**src/rtl/spi_boot_master.sv**
```systemverilog
// spi_boot_master: streams a word image into an SPI device as (cmd, addr, data) writes,
// stops at a sentinel word or the word limit, then pulses fetch enable.
module spi_boot_master #(
  parameter int                CMD_W      = 8,
  parameter int                ADDR_W     = 32,
  parameter int                DATA_W     = 32,
  parameter logic [CMD_W-1:0]  WRITE_CMD  = 8'h02,
  parameter logic [ADDR_W-1:0] BASE_ADDR  = 32'h80,
  parameter logic [DATA_W-1:0] END_WORD   = 32'h00000fff,
  parameter int                MAX_WORDS  = 32,
  parameter int                CLK_DIV    = 2,
  parameter int                GAP_CYCLES = 100,
  parameter int                FE_CYCLES  = 10
) (
  input  logic                               clk_i,
  input  logic                               rst_i,
  input  logic                               start_i,
  input  logic                               quad_i,
  output logic                               word_req_o,
  output logic [$clog2(MAX_WORDS)-1:0]       word_idx_o,
  input  logic [DATA_W-1:0]                  word_i,
  input  logic                               word_valid_i,
  output logic                               spi_sclk_o,
  output logic                               spi_cs_o,
  output logic [3:0]                         spi_sdo_o,
  output logic [1:0]                         spi_mode_o,
  output logic                               busy_o,
  output logic                               done_o,
  output logic                               fetch_enable_o,
  output logic [$clog2(MAX_WORDS+1)-1:0]     words_sent_o
);
  localparam int L    = CMD_W + ADDR_W + DATA_W;
  localparam int IW   = $clog2(MAX_WORDS);
  localparam int CW   = $clog2(MAX_WORDS + 1);
  localparam int TMAX = CLK_DIV > GAP_CYCLES ? CLK_DIV : GAP_CYCLES;
  localparam int TW   = $clog2(TMAX + 1);
  localparam int BW   = $clog2(L + 1);
  localparam int FW   = $clog2(FE_CYCLES + 2);

  typedef enum logic [2:0] {IDLE, FETCH, CS_SETUP, SHIFT, CS_HOLD, GAP, DONE} state_t;

  state_t          state_q, state_d;
  logic [L-1:0]    shreg_q, shreg_d;
  logic            quad_q, quad_d;
  logic            last_q, last_d;
  logic            sclk_q, sclk_d;
  logic [IW-1:0]   idx_q, idx_d;
  logic [CW-1:0]   words_q, words_d;
  logic [TW-1:0]   cnt_q, cnt_d;
  logic [BW-1:0]   bits_q, bits_d;
  logic [FW-1:0]   fe_q, fe_d;
  logic [ADDR_W-1:0] addr;
  logic            tick, gap_end, last_period, cs_active;

  assign addr        = BASE_ADDR + (ADDR_W'(idx_q) << 2);
  assign tick        = cnt_q == TW'(CLK_DIV - 1);
  assign gap_end     = cnt_q == TW'(GAP_CYCLES - 1);
  assign last_period = bits_q == (quad_q ? BW'(L / 4 - 1) : BW'(L - 1));
  assign cs_active   = state_q inside {CS_SETUP, SHIFT, CS_HOLD};

  always_comb begin
    state_d = state_q;
    shreg_d = shreg_q;
    quad_d  = quad_q;
    last_d  = last_q;
    sclk_d  = sclk_q;
    idx_d   = idx_q;
    words_d = words_q;
    cnt_d   = cnt_q;
    bits_d  = bits_q;
    fe_d    = fe_q;
    case (state_q)
      IDLE, DONE: begin
        fe_d = fe_q != '0 ? fe_q - FW'(1) : fe_q;
        if (start_i) begin
          quad_d  = quad_i;
          idx_d   = '0;
          words_d = '0;
          cnt_d   = '0;
          fe_d    = '0;
          state_d = FETCH;
        end
      end
      FETCH: begin
        if (word_valid_i) begin
          shreg_d = {WRITE_CMD, addr, word_i};
          last_d  = word_i == END_WORD;
          cnt_d   = '0;
          state_d = CS_SETUP;
        end
      end
      CS_SETUP: begin
        cnt_d   = tick ? '0 : cnt_q + TW'(1);
        bits_d  = '0;
        state_d = tick ? SHIFT : CS_SETUP;
      end
      SHIFT: begin
        cnt_d = tick ? '0 : cnt_q + TW'(1);
        // data advances on the falling edge, one period counted per falling edge
        if (tick) begin
          sclk_d = !sclk_q;
          if (sclk_q) begin
            shreg_d = quad_q ? {shreg_q[L-5:0], 4'b0} : {shreg_q[L-2:0], 1'b0};
            bits_d  = bits_q + BW'(1);
            state_d = last_period ? CS_HOLD : SHIFT;
          end
        end
      end
      CS_HOLD: begin
        cnt_d = tick ? '0 : cnt_q + TW'(1);
        if (tick) begin
          words_d = words_q == CW'(MAX_WORDS) ? words_q : words_q + CW'(1);
          state_d = GAP;
        end
      end
      GAP: begin
        cnt_d = gap_end ? '0 : cnt_q + TW'(1);
        if (gap_end) begin
          if (last_q || idx_q == IW'(MAX_WORDS - 1)) begin
            fe_d    = FW'(FE_CYCLES);
            state_d = DONE;
          end else begin
            idx_d   = idx_q + IW'(1);
            state_d = FETCH;
          end
        end
      end
      default: state_d = IDLE;
    endcase
  end

  always_ff @(posedge clk_i) begin
    if (rst_i) begin
      state_q <= IDLE;
      shreg_q <= '0;
      quad_q  <= 1'b0;
      last_q  <= 1'b0;
      sclk_q  <= 1'b0;
      idx_q   <= '0;
      words_q <= '0;
      cnt_q   <= '0;
      bits_q  <= '0;
      fe_q    <= '0;
    end else begin
      state_q <= state_d;
      shreg_q <= shreg_d;
      quad_q  <= quad_d;
      last_q  <= last_d;
      sclk_q  <= sclk_d;
      idx_q   <= idx_d;
      words_q <= words_d;
      cnt_q   <= cnt_d;
      bits_q  <= bits_d;
      fe_q    <= fe_d;
    end
  end

  assign word_req_o     = state_q == FETCH;
  assign word_idx_o     = idx_q;
  assign spi_sclk_o     = sclk_q;
  assign spi_cs_o       = !cs_active;
  assign spi_sdo_o      = (state_q inside {CS_SETUP, SHIFT}) ?
                          (quad_q ? shreg_q[L-1 -: 4] : {3'b000, shreg_q[L-1]}) : 4'b0000;
  assign busy_o         = !(state_q inside {IDLE, DONE});
  assign spi_mode_o     = (busy_o && quad_q) ? 2'b10 : 2'b00;
  assign done_o         = state_q == DONE;
  assign fetch_enable_o = state_q == DONE && fe_q != '0;
  assign words_sent_o   = words_q;
endmodule

```
**config.mk**
```make
export PLATFORM = sky130hd
export DESIGN_NAME = spi_boot_master
export DESIGN_NICKNAME = d
export VERILOG_FILES = /design/src/rtl/spi_boot_master.sv
export SDC_FILE = /design/constraint.sdc
export NUM_CORES = 1
export LEC_CHECK = 0
export ABC_AREA = 1
export CAP_MARGIN = 20
export CORE_ASPECT_RATIO = 2
export CORE_MARGIN = 5
export CORE_UTILIZATION = 49
export DETAILED_ROUTE_END_ITERATION = 8
export PLACE_DENSITY = 0.7
export SLEW_MARGIN = 40
export SYNTH_ARGS = -nofsm -noshare
export SYNTH_HDL_FRONTEND = slang
export SYNTH_SLANG_ARGS = --single-unit
```
**constraint.sdc**
```tcl
create_clock -name clk_i -period 1.8 [get_ports clk_i]
set_input_delay 0.27 -clock clk_i [delete_from_list [all_inputs] [get_ports clk_i]]
set_output_delay 0.27 -clock clk_i [all_outputs]
set_load 0.02 [all_outputs]
```
Yosys cells after proc, flatten, opt, wreduce, memory -nomap -nowiden
Cells that the tools add are included.

storage, ports and cells
  register bits after elaboration = 107
  latch bits = 0
  RAM bits = 0
  ROM bits = 0
  output and inout bits = 23
  word-level logic and storage cells = 105
  memories kept = 0

cells by class
  add/sub/neg operators = 6
  multipliers = 0
  divide/modulo/power cells = 0
  $lt $le $gt $ge = 0
  equal/unequal tests = 22
  shifts and indexed selects = 0
  mux-type cells = 40
  bitwise logic cells = 0
  reductions and logical operators = 27

operator list
  cell                                                    number
  2-to-1 mux 72 bit                                       4
  one-hot mux 72 bit (2 select lines)                     1
  2-to-1 mux 7 bit                                        7
  equality test 32 x 12 -> 1 bit (second input constant)  1
  one-hot mux 7 bit (4 select lines)                      1
  2-to-1 mux 3 bit                                        8
  2-to-1 mux 4 bit                                        6
  2-to-1 mux 6 bit                                        3
  one-hot mux 3 bit (6 select lines)                      1
  != test 2 bit (second input constant)                   8
  AND reduction 4 bit                                     4
  2-to-1 mux 5 bit                                        3
  adder 7 x 1 -> 7 bit (second input constant)            2
  one-hot mux 7 bit (2 select lines)                      1
  one-hot mux 6 bit (2 select lines)                      1
  one-hot mux 5 bit (2 select lines)                      1
  nonzero test 2 bit                                      5
  adder 8 x 7 -> 9 bit (first input constant)             1
  equality test 3 bit (second input constant)             3
  one-hot mux 4 bit (2 select lines)                      1
  nonzero test 4 bit                                      2
  equality test 7 x 1 -> 1 bit (second input constant)    1
  equality test 7 bit                                     1
  equality test 7 bit (second input constant)             1
  21 further kinds                                        28

Longest topological paths before layout
  word-level depth = 6
  depth in mapped cells = 12

Least setup slack after synthesis
No wires, ideal clock.

  path kind = flip-flop to flip-flop
  from = register idx_q[0], in the netlist word_idx_o[0]
  to = register fe_q[0]
  library setup time = 0.116 ns
  arrival time = 1.555 ns
  setup slack = 0.130 ns
  stages on the path, launching flop included = 12
  buffers on the path = 0
  cells stage by stage = dfxtp_1 > ha_1 > nand2_1 > nor2_1 > ha_1 > nor2_1 > nand2_1 > inv_1 > nor2_1 > nand2_1 > o21ai_0 > nor2_1

between the ends
  cells in the longest elaborated chain, start to end = 4

RTL lines
  element                        RTL line  RTL
  from (decl)                    47        logic [IW-1:0] idx_q, idx_d;
  from (signal assigned)         150       idx_q <= idx_d;
  equality test 5 bit            119       if (last_q || idx_q == IW'(MAX_WORDS - 1)) begin
  logical OR 1 bit               119
  != test 2 bit (no line)        --
  AND reduction 4 bit (no line)  --
  to (signal assigned)           143       fe_q <= '0;
  to (signal assigned)           154       fe_q <= fe_d;
  to (decl)                      51        logic [FW-1:0] fe_q, fe_d;

Every way passes these cells.
A chain may end at the register's enable or synchronous reset.

Worst setup path after layout
  from = register sclk_q, in the netlist spi_sclk_o
  to = output spi_sclk_o

RTL lines
  element                 RTL line  RTL
  from (decl)             46        logic sclk_q, sclk_d;
  from (signal assigned)  149       sclk_q <= sclk_d;
  to (decl)               23        output logic spi_sclk_o,

No word-level cell between the ends.

==> metrics.txt <==
dominant synthesized flop cell dfxtp_1; worst-skew pair later-pin latency ~0.35 ns; synthesized area 6100 um2; Critical Path RT roughly 1.5 ns; startpoint types flip-flop; top cell type's share of synthesized area approximately a third; CP Max Fanout 5; Ys Warns 0; Net Count, Synth between 1000 and 1500; Initial Utilization about half; mean routed wirelength per cell 14.4 um; grt total ovfl 0; utilization after layout between 60% and 70%; crit-path cells clkdlybuf4s50_1; die area 14900 um2; Via-to-Cell Ratio approximately 5.5; Arr. time, crit path about 1.5 ns; placed cell count roughly 1200; height of the die 168 um; setup ws final slightly below 0.05 ns; largest cells by area after synthesis dfxtp_1 35%, nand2_1 16%, o21ai_0 9.8%, a21oi_1 9.3%, inv_1 5.8%; Max Cap Viol 0; Setup Crit Path Kind flip-flop to primary output; CTS tree done; number of flops mapped to enable cells by yosys 0; Pwr Density ~1100 nW/um2; Tcrit/Tclk final around 97%; cells after synthesis ~970; Post-Synth XOR/XNOR Area less than 1%; routability cong. roughly 0.86; total track usage 22.3%; Pre-Repair DR Iteration Count 5; Worst-path clk slew ~0.070 ns; worst stage delay on the critical path 0.66 ns; Syn Area/Cell 6.29 um2; Final Hold Viols 0; DRT antenna net count 0; Synth cell types 37; Static Leak about 2.8 nW; Seq/Total Area, Yosys between 30% and 40%; Hold EP words_sent_o[0]; layout cells sized above 1 12.3%; Hold Startpoint rst_i; worst r2r path cells 8; Setup WS pre-CTS -0.0380 ns; via count between 6000 and 7000; largest net degree at the start of global routing between 60 and 70; worst vdd ir 0.649 mV; routed wire length roughly 17 mm; DP Wirelength roughly 11 mm; Post-Synth Adder-Cell Area 1.85%; area leader, netlist dfxtp_1; flops & latches, synth 107; crit path capture type primary output; antenna violations before repair 0; area post-placement between 7000 and 8000 um2; fin. max-slew vios 0; R2R setup slack around 0.11 ns; Iteration-0 DRC Markers 375; synth-to-layout area growth 21.9%; clock skew around 0.0091 ns; worst-case clock buffer depth 2; # IOs 60; CTS Sinks 107; Rows 57; Setup crit start spi_sclk_o; first-pass GRT wire length between 20 and 30 mm; number of global-route vias before repair 6083; reg-to-reg endpoint shreg_q[65]; TNS Setup 0 ns; final layout net count roughly 1100; largest family of logic cells by synthesized area simple AND/OR/NAND/NOR gates; final-report setup violation count 0; Compound-Gate Fraction of Synth Area 21.4%; core area ~12000 um2; ys async rst share 0%; die span in x 88.9 um; status complete, no violations; Critical path buffers and inverters 1; slowest stage cell, crit path clkdlybuf4s50_1; Fmax achieved between 500 and 600 MHz; Hold Path Stages 4; post-route insts no fill roughly 1200; Top delay family on crit path buffers and inverters; PortBufs between 50 and 60; Simple-Gate Fraction of Synth Area roughly 30%; final worst path period need 1.75 ns; CTS buffer count 9; Hold Crit Class input port to flip-flop; Worst R2R Start state_q[2]; clk root buf clkbuf_16; Finished Cell Area between 7000 and 8000 um2; diodes inserted 0; hold_buf cts 0; htree depth 3; most frequent cells in the layout 253 x nand2_1, 118 x o21ai_0, 110 x a21oi_1; most common cell after layout, fill and taps aside nand2_1; DRC 0; multiplexer share of the synthesized area 0%
## state kept, by name, summed over array words and instances, names as in the netlist
register      cells
shreg_q          72
bits_q            7
cnt_q             7
words_sent_o      6
word_idx_o        5
fe_q              4
state_q           3
last_q            1
quad_q            1
spi_sclk_o        1
## routing by layer
| metal | global-route usage (%) | vias up | routed length (um) |
|---|---|---|---|
| met5 | 0 | - | 0 |
| met4 | 11.8 | 0 | 807 |
| met3 | 2.46 | 56 | 669 |
| met2 | 40.5 | 169 | 9120 |
| met1 | 24.2 | 2947 | 6430 |
| li1 | - | 3277 | - |
## stage by stage
step / total power, mW / hold slack (ns)
final: 8.12 / 0.248
after floorplan: 4.89 / 0.434
after global routing: 8.63 / 0.306
after detailed placement: 5.97 / 0.465
after global placement: 5.94 / 0.461
after CTS: 7.95 / 0.247
## area by class of cell
cell class | count | area, um2
fill | 1168 | 4760
multi-input combinational | 700 | 3380
sequential | 107 | 2150
timing repair buffer | 109 | 1030
inverter | 103 | 389
clock buffer | 10 | 229
tap | 147 | 184
clock inverter | 6 | 65.1
## timing repair
item                       in CTS  in global routing
resized for setup              28                 42
setup buffers                   0                  2
cloned                          0                  2
setup endpoints to repair      10                107
pin swaps                       0                  2
## kinds of logic (layout without fill, tap and decap cells)
| group | after synthesis | after routing |
|---|---|---|
| XOR/XNOR | 3 | 3 |
| AND/OR/NAND/NOR | 436 | 436 |
| flip-flops | 107 | 107 |
| other | 1 | 1 |
| adder cells (fa/ha/maj) | 9 | 9 |
| AO/OA/AOI/OAI | 251 | 251 |
| buffers and inverters | 162 | 228 |
## synthesized netlist by cell type (2+ instances only)
cell type  number
a21oi_1       113
buf_1           3
buf_2          17
buf_4           6
buf_6           2
clkbuf_1       31
dfxtp_1       107
ha_1            9
inv_1          95
inv_2           7
nand2_1       256
nand2_2         6
nand3_1        47
nand3_2         2
nand4_1        30
nor2_1         82
nor2_2          2
nor3_1          6
o21ai_0       119
o21ai_1         7
o21ai_2         2
o31ai_1         3
xnor2_1         3
## worst max-delay path by stage
stage	cells past startpoint	endpoint	slack, ns
after floorplan	11	fe_q[0]	0.13
after global routing	9	shreg_q[26]	-0.01
after global placement	5	spi_mode_o[1]	-0.06
after CTS	4	spi_sdo_o[3]	-0.01
after detailed placement	5	spi_mode_o[1]	-0.04
final	1	spi_sclk_o	0.05
## power breakdown
part	switching, mW	leakage [nW]	total (mW)	internal (mW)
logic	2.02	1.77	3.24	1.21
clock network	0.904	0.143	1.99	1.08
registers	0.216	0.869	2.89	2.68
Power figures use the tool's default switching activity.
